$ cat config.mk
export PLATFORM = sky130hd
export DESIGN_NAME = blk_mem_arbiter_flat
export DESIGN_NICKNAME = d
export VERILOG_FILES = /design/src/rtl/blk_mem_arbiter_pkg.sv /design/src/rtl/blk_mem_arbiter_if.sv /design/src/rtl/blk_mem_arbiter_rr_arb2.sv /design/src/rtl/blk_mem_arbiter.sv /design/src/flat_wrapper.sv
export SDC_FILE = /design/constraint.sdc
export NUM_CORES = 2
export LEC_CHECK = 0
export ABC_AREA = 0
export CAP_MARGIN = 20
export CORE_AREA = 2 2 642 644
export CTS_BUF_LIST = sky130_fd_sc_hd__clkbuf_8
export CTS_CLUSTER_SIZE = 14
export DETAILED_ROUTE_END_ITERATION = 7
export DIE_AREA = 0 0 644 646
export GPL_ROUTABILITY_DRIVEN = 0
export PLACE_DENSITY = 0.36
export RECOVER_POWER = 50
export SLEW_MARGIN = 20
export SYNTH_ARGS = -nofsm -noshare
export SYNTH_HDL_FRONTEND = slang
export SYNTH_SLANG_ARGS = --single-unit
$ cat constraint.sdc
create_clock -name CLK -period 1.66 [get_ports CLK]
set_clock_uncertainty 0.1 [all_clocks]
set_input_delay 0.498 -clock CLK [delete_from_list [all_inputs] [get_ports CLK]]
set_output_delay 0.498 -clock CLK [all_outputs]
set_load 0.1 [all_outputs]
$ cat src/rtl/blk_mem_arbiter_pkg.sv
// Shared types and constants for the iCache/dCache block memory arbiter.
package blk_mem_arbiter_pkg;

    localparam int unsigned ADDR_WIDTH_DEF  = 32;
    localparam int unsigned BLK_WIDTH_DEF   = 256;
    localparam int unsigned MEM_LATENCY_DEF = 4;
    localparam int unsigned BLK_OFFSET_BITS = 5;
    localparam int unsigned CNT_WIDTH       = 4;

    typedef enum logic [1:0] {
        ST_IDLE  = 2'd0,
        ST_ISSUE = 2'd1,
        ST_WAIT  = 2'd2,
        ST_DONE  = 2'd3
    } state_t;

    typedef enum logic {
        GNT_I = 1'b0,
        GNT_D = 1'b1
    } gnt_t;

    // Latched identity of the transaction in flight.
    typedef struct packed {
        gnt_t side;
        logic write;
    } txn_t;

endpackage

$ cat src/rtl/blk_mem_arbiter_if.sv
// Cache request/response and memory port bundle; slave is the arbiter's view.
interface blk_mem_arbiter_if
    import blk_mem_arbiter_pkg::*;
#(
    parameter int unsigned ADDR_WIDTH = ADDR_WIDTH_DEF,
    parameter int unsigned BLK_WIDTH  = BLK_WIDTH_DEF
);

    logic                  i_blk_read;
    logic                  i_blk_write;
    logic [ADDR_WIDTH-1:0] i_addr;
    logic [BLK_WIDTH-1:0]  i_wdata;
    logic [BLK_WIDTH-1:0]  i_rdata;
    logic                  i_done;

    logic                  d_blk_read;
    logic                  d_blk_write;
    logic [ADDR_WIDTH-1:0] d_addr;
    logic [BLK_WIDTH-1:0]  d_wdata;
    logic [BLK_WIDTH-1:0]  d_rdata;
    logic                  d_done;

    logic                  mem_en;
    logic                  mem_we;
    logic [ADDR_WIDTH-1:0] mem_addr;
    logic [BLK_WIDTH-1:0]  mem_wdata;
    logic [BLK_WIDTH-1:0]  mem_rdata;

    logic                  busy;

    modport slave (
        input  i_blk_read, i_blk_write, i_addr, i_wdata,
        output i_rdata, i_done,
        input  d_blk_read, d_blk_write, d_addr, d_wdata,
        output d_rdata, d_done,
        output mem_en, mem_we, mem_addr, mem_wdata,
        input  mem_rdata,
        output busy
    );

    modport master (
        output i_blk_read, i_blk_write, i_addr, i_wdata,
        input  i_rdata, i_done,
        output d_blk_read, d_blk_write, d_addr, d_wdata,
        input  d_rdata, d_done,
        input  mem_en, mem_we, mem_addr, mem_wdata,
        output mem_rdata,
        input  busy
    );

endinterface

$ cat src/rtl/blk_mem_arbiter_rr_arb2.sv
// Two-input round-robin arbiter; a tie goes to the side that was not served last.
module blk_mem_arbiter_rr_arb2
    import blk_mem_arbiter_pkg::*;
(
    input  logic clk,
    input  logic rst_n,
    input  logic req_i,
    input  logic req_d,
    input  logic update,
    input  gnt_t served,
    output gnt_t grant_c
);

    gnt_t last_grant_q;
    gnt_t last_grant_d;

    always_ff @(posedge clk) begin
        if (!rst_n) begin
            last_grant_q <= GNT_I;
        end else begin
            last_grant_q <= last_grant_d;
        end
    end

    always_comb begin
        last_grant_d = last_grant_q;
        if (update) begin
            last_grant_d = served;
        end
    end

    // Reset leaves last_grant at I, so D wins the first tie.
    always_comb begin
        grant_c = GNT_I;
        if (req_i && req_d) begin
            grant_c = (last_grant_q == GNT_I) ? GNT_D : GNT_I;
        end else if (req_d) begin
            grant_c = GNT_D;
        end
    end

endmodule

$ cat src/rtl/blk_mem_arbiter.sv
// Arbitrates iCache/dCache block reads and writes onto one fixed-latency memory port
// and returns data plus a one-cycle done pulse to the winning cache.
module blk_mem_arbiter
    import blk_mem_arbiter_pkg::*;
#(
    parameter int unsigned ADDR_WIDTH  = ADDR_WIDTH_DEF,
    parameter int unsigned BLK_WIDTH   = BLK_WIDTH_DEF,
    parameter int unsigned MEM_LATENCY = MEM_LATENCY_DEF
) (
    input  logic             CLK,
    input  logic             RESET,
    blk_mem_arbiter_if.slave bus
);

    localparam logic [ADDR_WIDTH-1:0] ALIGN_MASK =
        ~ADDR_WIDTH'((1 << BLK_OFFSET_BITS) - 1);
    localparam logic [CNT_WIDTH-1:0] LAT_LOAD = CNT_WIDTH'(MEM_LATENCY);

    state_t                state_q, state_d;
    txn_t                  txn_q, txn_d;
    logic [CNT_WIDTH-1:0]  cnt_q, cnt_d;

    logic                  mem_en_q, mem_en_d;
    logic                  mem_we_q, mem_we_d;
    logic [ADDR_WIDTH-1:0] mem_addr_q, mem_addr_d;
    logic [BLK_WIDTH-1:0]  mem_wdata_q, mem_wdata_d;
    logic [BLK_WIDTH-1:0]  i_rdata_q, i_rdata_d;
    logic [BLK_WIDTH-1:0]  d_rdata_q, d_rdata_d;
    logic                  i_done_q, i_done_d;
    logic                  d_done_q, d_done_d;
    logic                  busy_q, busy_d;

    logic                  pend_i;
    logic                  pend_d;
    logic                  take;
    logic                  last_beat;
    logic                  arb_update;
    gnt_t                  gnt_c;
    logic                  sel_write;
    logic [ADDR_WIDTH-1:0] sel_addr;
    logic [BLK_WIDTH-1:0]  sel_wdata;

    assign pend_i    = bus.i_blk_read | bus.i_blk_write;
    assign pend_d    = bus.d_blk_read | bus.d_blk_write;
    assign take      = (state_q == ST_IDLE) && (pend_i || pend_d);
    assign last_beat = (state_q == ST_WAIT) && (cnt_q == CNT_WIDTH'(1));

    blk_mem_arbiter_rr_arb2 u_rr_arb2 (
        .clk     (CLK),
        .rst_n   (RESET),
        .req_i   (pend_i),
        .req_d   (pend_d),
        .update  (arb_update),
        .served  (txn_q.side),
        .grant_c (gnt_c)
    );

    // Writeback has precedence over a read raised alongside it on the same side.
    assign sel_write = (gnt_c == GNT_D) ? bus.d_blk_write : bus.i_blk_write;
    assign sel_addr  = (gnt_c == GNT_D) ? bus.d_addr      : bus.i_addr;
    assign sel_wdata = (gnt_c == GNT_D) ? bus.d_wdata     : bus.i_wdata;

    // State register.
    always_ff @(posedge CLK) begin
        if (!RESET) begin
            state_q <= ST_IDLE;
        end else begin
            state_q <= state_d;
        end
    end

    // Next-state logic.
    always_comb begin
        state_d = state_q;
        case (state_q)
            ST_IDLE:  if (take) state_d = ST_ISSUE;
            ST_ISSUE: state_d = ST_WAIT;
            ST_WAIT:  if (last_beat) state_d = ST_DONE;
            ST_DONE:  state_d = ST_IDLE;
            default:  state_d = ST_IDLE;
        endcase
    end

    // Output and datapath next values; outputs are registered one cycle ahead of their state.
    always_comb begin
        txn_d       = txn_q;
        cnt_d       = cnt_q;
        mem_en_d    = 1'b0;
        mem_we_d    = 1'b0;
        mem_addr_d  = mem_addr_q;
        mem_wdata_d = mem_wdata_q;
        i_rdata_d   = i_rdata_q;
        d_rdata_d   = d_rdata_q;
        i_done_d    = 1'b0;
        d_done_d    = 1'b0;
        arb_update  = 1'b0;
        busy_d      = (state_d != ST_IDLE);
        case (state_q)
            ST_IDLE: begin
                if (take) begin
                    txn_d.side  = gnt_c;
                    txn_d.write = sel_write;
                    mem_en_d    = 1'b1;
                    mem_we_d    = sel_write;
                    mem_addr_d  = sel_addr & ALIGN_MASK;
                    mem_wdata_d = sel_wdata;
                end
            end
            ST_ISSUE: begin
                cnt_d = LAT_LOAD;
            end
            ST_WAIT: begin
                cnt_d = cnt_q - CNT_WIDTH'(1);
                if (last_beat) begin
                    if (!txn_q.write) begin
                        if (txn_q.side == GNT_D) begin
                            d_rdata_d = bus.mem_rdata;
                        end else begin
                            i_rdata_d = bus.mem_rdata;
                        end
                    end
                    i_done_d = (txn_q.side == GNT_I);
                    d_done_d = (txn_q.side == GNT_D);
                end
            end
            ST_DONE: begin
                arb_update = 1'b1;
            end
            default: begin
                busy_d = 1'b0;
            end
        endcase
    end

    // Datapath and output registers; reset drops any in-flight read without a done.
    always_ff @(posedge CLK) begin
        if (!RESET) begin
            txn_q       <= '0;
            cnt_q       <= '0;
            mem_en_q    <= 1'b0;
            mem_we_q    <= 1'b0;
            mem_addr_q  <= '0;
            mem_wdata_q <= '0;
            i_rdata_q   <= '0;
            d_rdata_q   <= '0;
            i_done_q    <= 1'b0;
            d_done_q    <= 1'b0;
            busy_q      <= 1'b0;
        end else begin
            txn_q       <= txn_d;
            cnt_q       <= cnt_d;
            mem_en_q    <= mem_en_d;
            mem_we_q    <= mem_we_d;
            mem_addr_q  <= mem_addr_d;
            mem_wdata_q <= mem_wdata_d;
            i_rdata_q   <= i_rdata_d;
            d_rdata_q   <= d_rdata_d;
            i_done_q    <= i_done_d;
            d_done_q    <= d_done_d;
            busy_q      <= busy_d;
        end
    end

    assign bus.mem_en    = mem_en_q;
    assign bus.mem_we    = mem_we_q;
    assign bus.mem_addr  = mem_addr_q;
    assign bus.mem_wdata = mem_wdata_q;
    assign bus.i_rdata   = i_rdata_q;
    assign bus.d_rdata   = d_rdata_q;
    assign bus.i_done    = i_done_q;
    assign bus.d_done    = d_done_q;
    assign bus.busy      = busy_q;

endmodule
$ cat src/flat_wrapper.sv
// flat-port wrapper written by rule: the top's interface ports become plain ports
module blk_mem_arbiter_flat import blk_mem_arbiter_pkg::*;
#(
    parameter int unsigned ADDR_WIDTH  = ADDR_WIDTH_DEF,
    parameter int unsigned BLK_WIDTH   = BLK_WIDTH_DEF,
    parameter int unsigned MEM_LATENCY = MEM_LATENCY_DEF
)
  (CLK, RESET, bus_i_blk_read, bus_i_blk_write, bus_i_addr, bus_i_wdata, bus_i_rdata, bus_i_done, bus_d_blk_read, bus_d_blk_write, bus_d_addr, bus_d_wdata, bus_d_rdata, bus_d_done, bus_mem_en, bus_mem_we, bus_mem_addr, bus_mem_wdata, bus_mem_rdata, bus_busy);
  blk_mem_arbiter_if #(.ADDR_WIDTH(ADDR_WIDTH), .BLK_WIDTH(BLK_WIDTH)) bus_i ();
  input  logic CLK;
  input  logic RESET;
  input wire logic [$bits(bus_i.i_blk_read)-1:0] bus_i_blk_read;
  input wire logic [$bits(bus_i.i_blk_write)-1:0] bus_i_blk_write;
  input wire logic [$bits(bus_i.i_addr)-1:0] bus_i_addr;
  input wire logic [$bits(bus_i.i_wdata)-1:0] bus_i_wdata;
  output wire logic [$bits(bus_i.i_rdata)-1:0] bus_i_rdata;
  output wire logic [$bits(bus_i.i_done)-1:0] bus_i_done;
  input wire logic [$bits(bus_i.d_blk_read)-1:0] bus_d_blk_read;
  input wire logic [$bits(bus_i.d_blk_write)-1:0] bus_d_blk_write;
  input wire logic [$bits(bus_i.d_addr)-1:0] bus_d_addr;
  input wire logic [$bits(bus_i.d_wdata)-1:0] bus_d_wdata;
  output wire logic [$bits(bus_i.d_rdata)-1:0] bus_d_rdata;
  output wire logic [$bits(bus_i.d_done)-1:0] bus_d_done;
  output wire logic [$bits(bus_i.mem_en)-1:0] bus_mem_en;
  output wire logic [$bits(bus_i.mem_we)-1:0] bus_mem_we;
  output wire logic [$bits(bus_i.mem_addr)-1:0] bus_mem_addr;
  output wire logic [$bits(bus_i.mem_wdata)-1:0] bus_mem_wdata;
  input wire logic [$bits(bus_i.mem_rdata)-1:0] bus_mem_rdata;
  output wire logic [$bits(bus_i.busy)-1:0] bus_busy;
  assign bus_i.i_blk_read = bus_i_blk_read;
  assign bus_i.i_blk_write = bus_i_blk_write;
  assign bus_i.i_addr = bus_i_addr;
  assign bus_i.i_wdata = bus_i_wdata;
  assign bus_i_rdata = bus_i.i_rdata;
  assign bus_i_done = bus_i.i_done;
  assign bus_i.d_blk_read = bus_d_blk_read;
  assign bus_i.d_blk_write = bus_d_blk_write;
  assign bus_i.d_addr = bus_d_addr;
  assign bus_i.d_wdata = bus_d_wdata;
  assign bus_d_rdata = bus_i.d_rdata;
  assign bus_d_done = bus_i.d_done;
  assign bus_mem_en = bus_i.mem_en;
  assign bus_mem_we = bus_i.mem_we;
  assign bus_mem_addr = bus_i.mem_addr;
  assign bus_mem_wdata = bus_i.mem_wdata;
  assign bus_i.mem_rdata = bus_mem_rdata;
  assign bus_busy = bus_i.busy;
  blk_mem_arbiter #(.ADDR_WIDTH(ADDR_WIDTH), .BLK_WIDTH(BLK_WIDTH), .MEM_LATENCY(MEM_LATENCY)) u_core (.CLK(CLK), .RESET(RESET), .bus(bus_i));
endmodule
==> flow_summary.toml <==
[global_route]
grt_max_degree = 79
grt_antenna_before_repair = 121
grt_pass1_wl_um = 386000
grt_util_all_layers = 0.137
grt-ovfl-total = 0
grt_pass1_vias = 40600

[yosys]
syn_inst = 3648
synthTopCellsByCount = "809 x dfxtp_1, 772 x nand2_1, 571 x o21ai_0"
synth.most_common_cell = "dfxtp_1"
synth_edf_count = 0
synth-main-ff-cell = "dfxtp_1"
avgSynthCellArea_um2 = 8.88
synthSimpleGateAreaFrac = 0.0928
synth-xor-area-share = 0
synth_largest_area_cell = "dfxtp_1"
synth_top_family_by_area = "compound AO/OA/AOI/OAI gates"
yosys_register_bits = 809
netlist_area_um2 = 32400
synth-compound-area-share = 0.190
synth_fa_ha_area_frac = 0.00232
synth-async-reset-ratio = 0
synthDistinctLibCells = 35
synthTopCellsByArea = "dfxtp_1 50%, mux2i_1 16%, nand2_1 8.9%"
yosysWarningCount = 0
ys_seq_area_frac = 0.500
synth_top_area_frac = 0.500
synthMuxAreaShare = 0.159

[finish]
post_route_cells_drive_above_1_share = 0.381
areaGrowthSynthToFinish_pct = 146
fillCellCount = 44700
nNetsFinal = 7105

[routing]
avgViaCountPerCell = 3.32
dr.pass1.iters = 6
dr_total_vias = 39400
drtIter0Drc = 2044
wire_per_inst_um = 25.6
antenna_left = 0
wl_um = 305000
post-route-drc-count = 0

[sta]
hold_ws_ns = 0.151
fin_crit_ns = 2.22
setup_viol = 1602
clock.fmax_mhz = 450
fin_crit_sh = 1.34
finalMaxSlewViolations = 0
max_slew_margin = 0.555
hold_viol = 0
fin_ws_ns = -0.562
rsz0062_at_grt = "true"
tightest_slew_ns = 0.667

[placed_design]
dp_hpwl_um = 250000
port_buffers = 1627
preCtsSetupSlack_ns = -1.03

[critical_path]
startpoint_type = "flop"
worstPathRequired_ns = 1.06
worstPathMaxFanout = 2
r2r_cells = 8
end_kind = "primary output"
cp.arrival_ns = 1.62
critPathKind = "reg2out"

[floorplan]
dieArea_um2 = 416000
die_w_um = 644
rows = 235
pin_count = 1643
initial_core_util = 0.0793
dieHeight_um = 646
core_um2 = 409000

[clock_tree]
cts_max_level = 4
cts_root_buf = "clkbuf_8"
clkTransAtPathRegs_ns = 0.06
clock_path_buffers = 4
cts_tree = "done"
clkLatencyLatePin_ns = 0.93
clkSinkCount = 809
cts_buffers = 172

[worst_hold_path]
min_path_type = "in2reg"
holdPathStages = 3

[power_and_ir_drop]
vdd_drop_max_mv = 1.22
p_per_area_nw_per_um2 = 1320
power_w = 0.105
p_leak_nw = 30.6

[flow_run]
cap_violations = 0

[run_status]
status = "complete, but fails checks"
violations = "setup timing"
## metrics by stage
| step | cell area [um^2] | setup TNS (ns) | instances | util |
|---|---|---|---|---|
| finish | 79800 | -590.82 | 11900 | 0.195 |
| global route | 79800 | -768.67 | 11900 | 0.195 |
| CTS | 77900 | -783.54 | 11700 | 0.191 |
| detailed placement | 65300 | -425.53 | 10700 | 0.160 |
| global placement | 65300 | -400.21 | 10700 | 0.160 |
| floorplan | 32600 | -43.14 | 3652 | - |
## cell type report
class / count / area, um^2 / share of cell area
Timing Repair Buffer: 2803 / 36900 / 0.462
Sequential cell: 809 / 17800 / 0.223
Multi-Input combinational cell: 2466 / 14600 / 0.183
Tap cell: 5451 / 6820 / 0.0855
Clock buffer: 208 / 2860 / 0.0359
Clock inverter: 88 / 678 / 0.00850
Antenna cell: 45 / 113 / 0.00141
Inverter: 9 / 36.3 / 0.000455
## layer usage
metal | GRT usage | part of all wire | up-vias
met2 | 0.263 | 0.54 | 1525
met3 | 0.0449 | 0.075 | 492
met1 | 0.138 | 0.35 | 19200
li1 | - | - | 18100
met5 | 0 | 0.0011 | -
met4 | 0.0436 | 0.035 | 52
## final timing paths
kind / start / end / slack (ns)
max: u_core.bus.mem_wdata[145] / bus_mem_wdata[145] / -0.56
min: bus_mem_rdata[49] / u_core.bus.d_rdata[49] / 0.15
max reg2reg: u_core.cnt_q[1] / u_core.bus.i_rdata[204] / -0.53
min reg2reg: u_core.bus.d_rdata[75] / u_core.bus.d_rdata[75] / 0.37
## power by group
group          switching, W  total, W  internal [W]
registers           0.00435    0.0279        0.0236
logic                0.0355    0.0537        0.0182
clock network        0.0106    0.0234        0.0128
## registers in the layout, summed over array words and instances (netlist names)
register,flops
u_core.bus.mem_wdata,256
u_core.bus.mem_we,1
u_core.bus.i_rdata,256
u_core.txn_q,2
u_core.bus.mem_addr,27
u_core.state_q,2
u_core.u_rr_arb2.last_grant_q,1
u_core.bus.d_rdata,256
u_core.bus.busy,1
u_core.cnt_q,4
u_core.bus.mem_en,1
u_core.bus.d_done,1
u_core.bus.i_done,1
## worst max-delay path, cell delays in order (launching register included)
cell and delay [ns]:
dfxtp_2 0.32, buf_6 0.14, buf_12 0.18
## logic make-up after synthesis
logic type | count (synthesis)
compound gates | 1150
flops | 809
simple gates | 791
mux | 514
buf+inv | 377
fa+ha+maj | 6
other cells | 1
## placed cells by master, fill, tap and decap left out, types with 9 or more instances in the layout
master	instances
inv_1	51
a31oi_1	283
clkinv_2	20
a21oi_1	286
buf_8	15
buf_4	390
clkbuf_8	208
buf_16	28
dfxtp_4	244
diode_2	45
mux2i_1	508
buf_12	882
nand2_1	771
buf_6	10
clkdlybuf4s50_1	826
o21ai_0	568
dfxtp_2	560
dlygate4sd3_1	622
clkbuf_16	28
bufinv_16	9
## timing repair
item	4_1_cts	5_1_grt
pin swaps	1	6
setup buffers	97	96
endpoints found under the hold margin	639	0
hold buffers	622	0
resized for setup	1029	145
setup endpoints to repair	1600	1603
cloned	14	28
(Power assumes the default switching activity.)
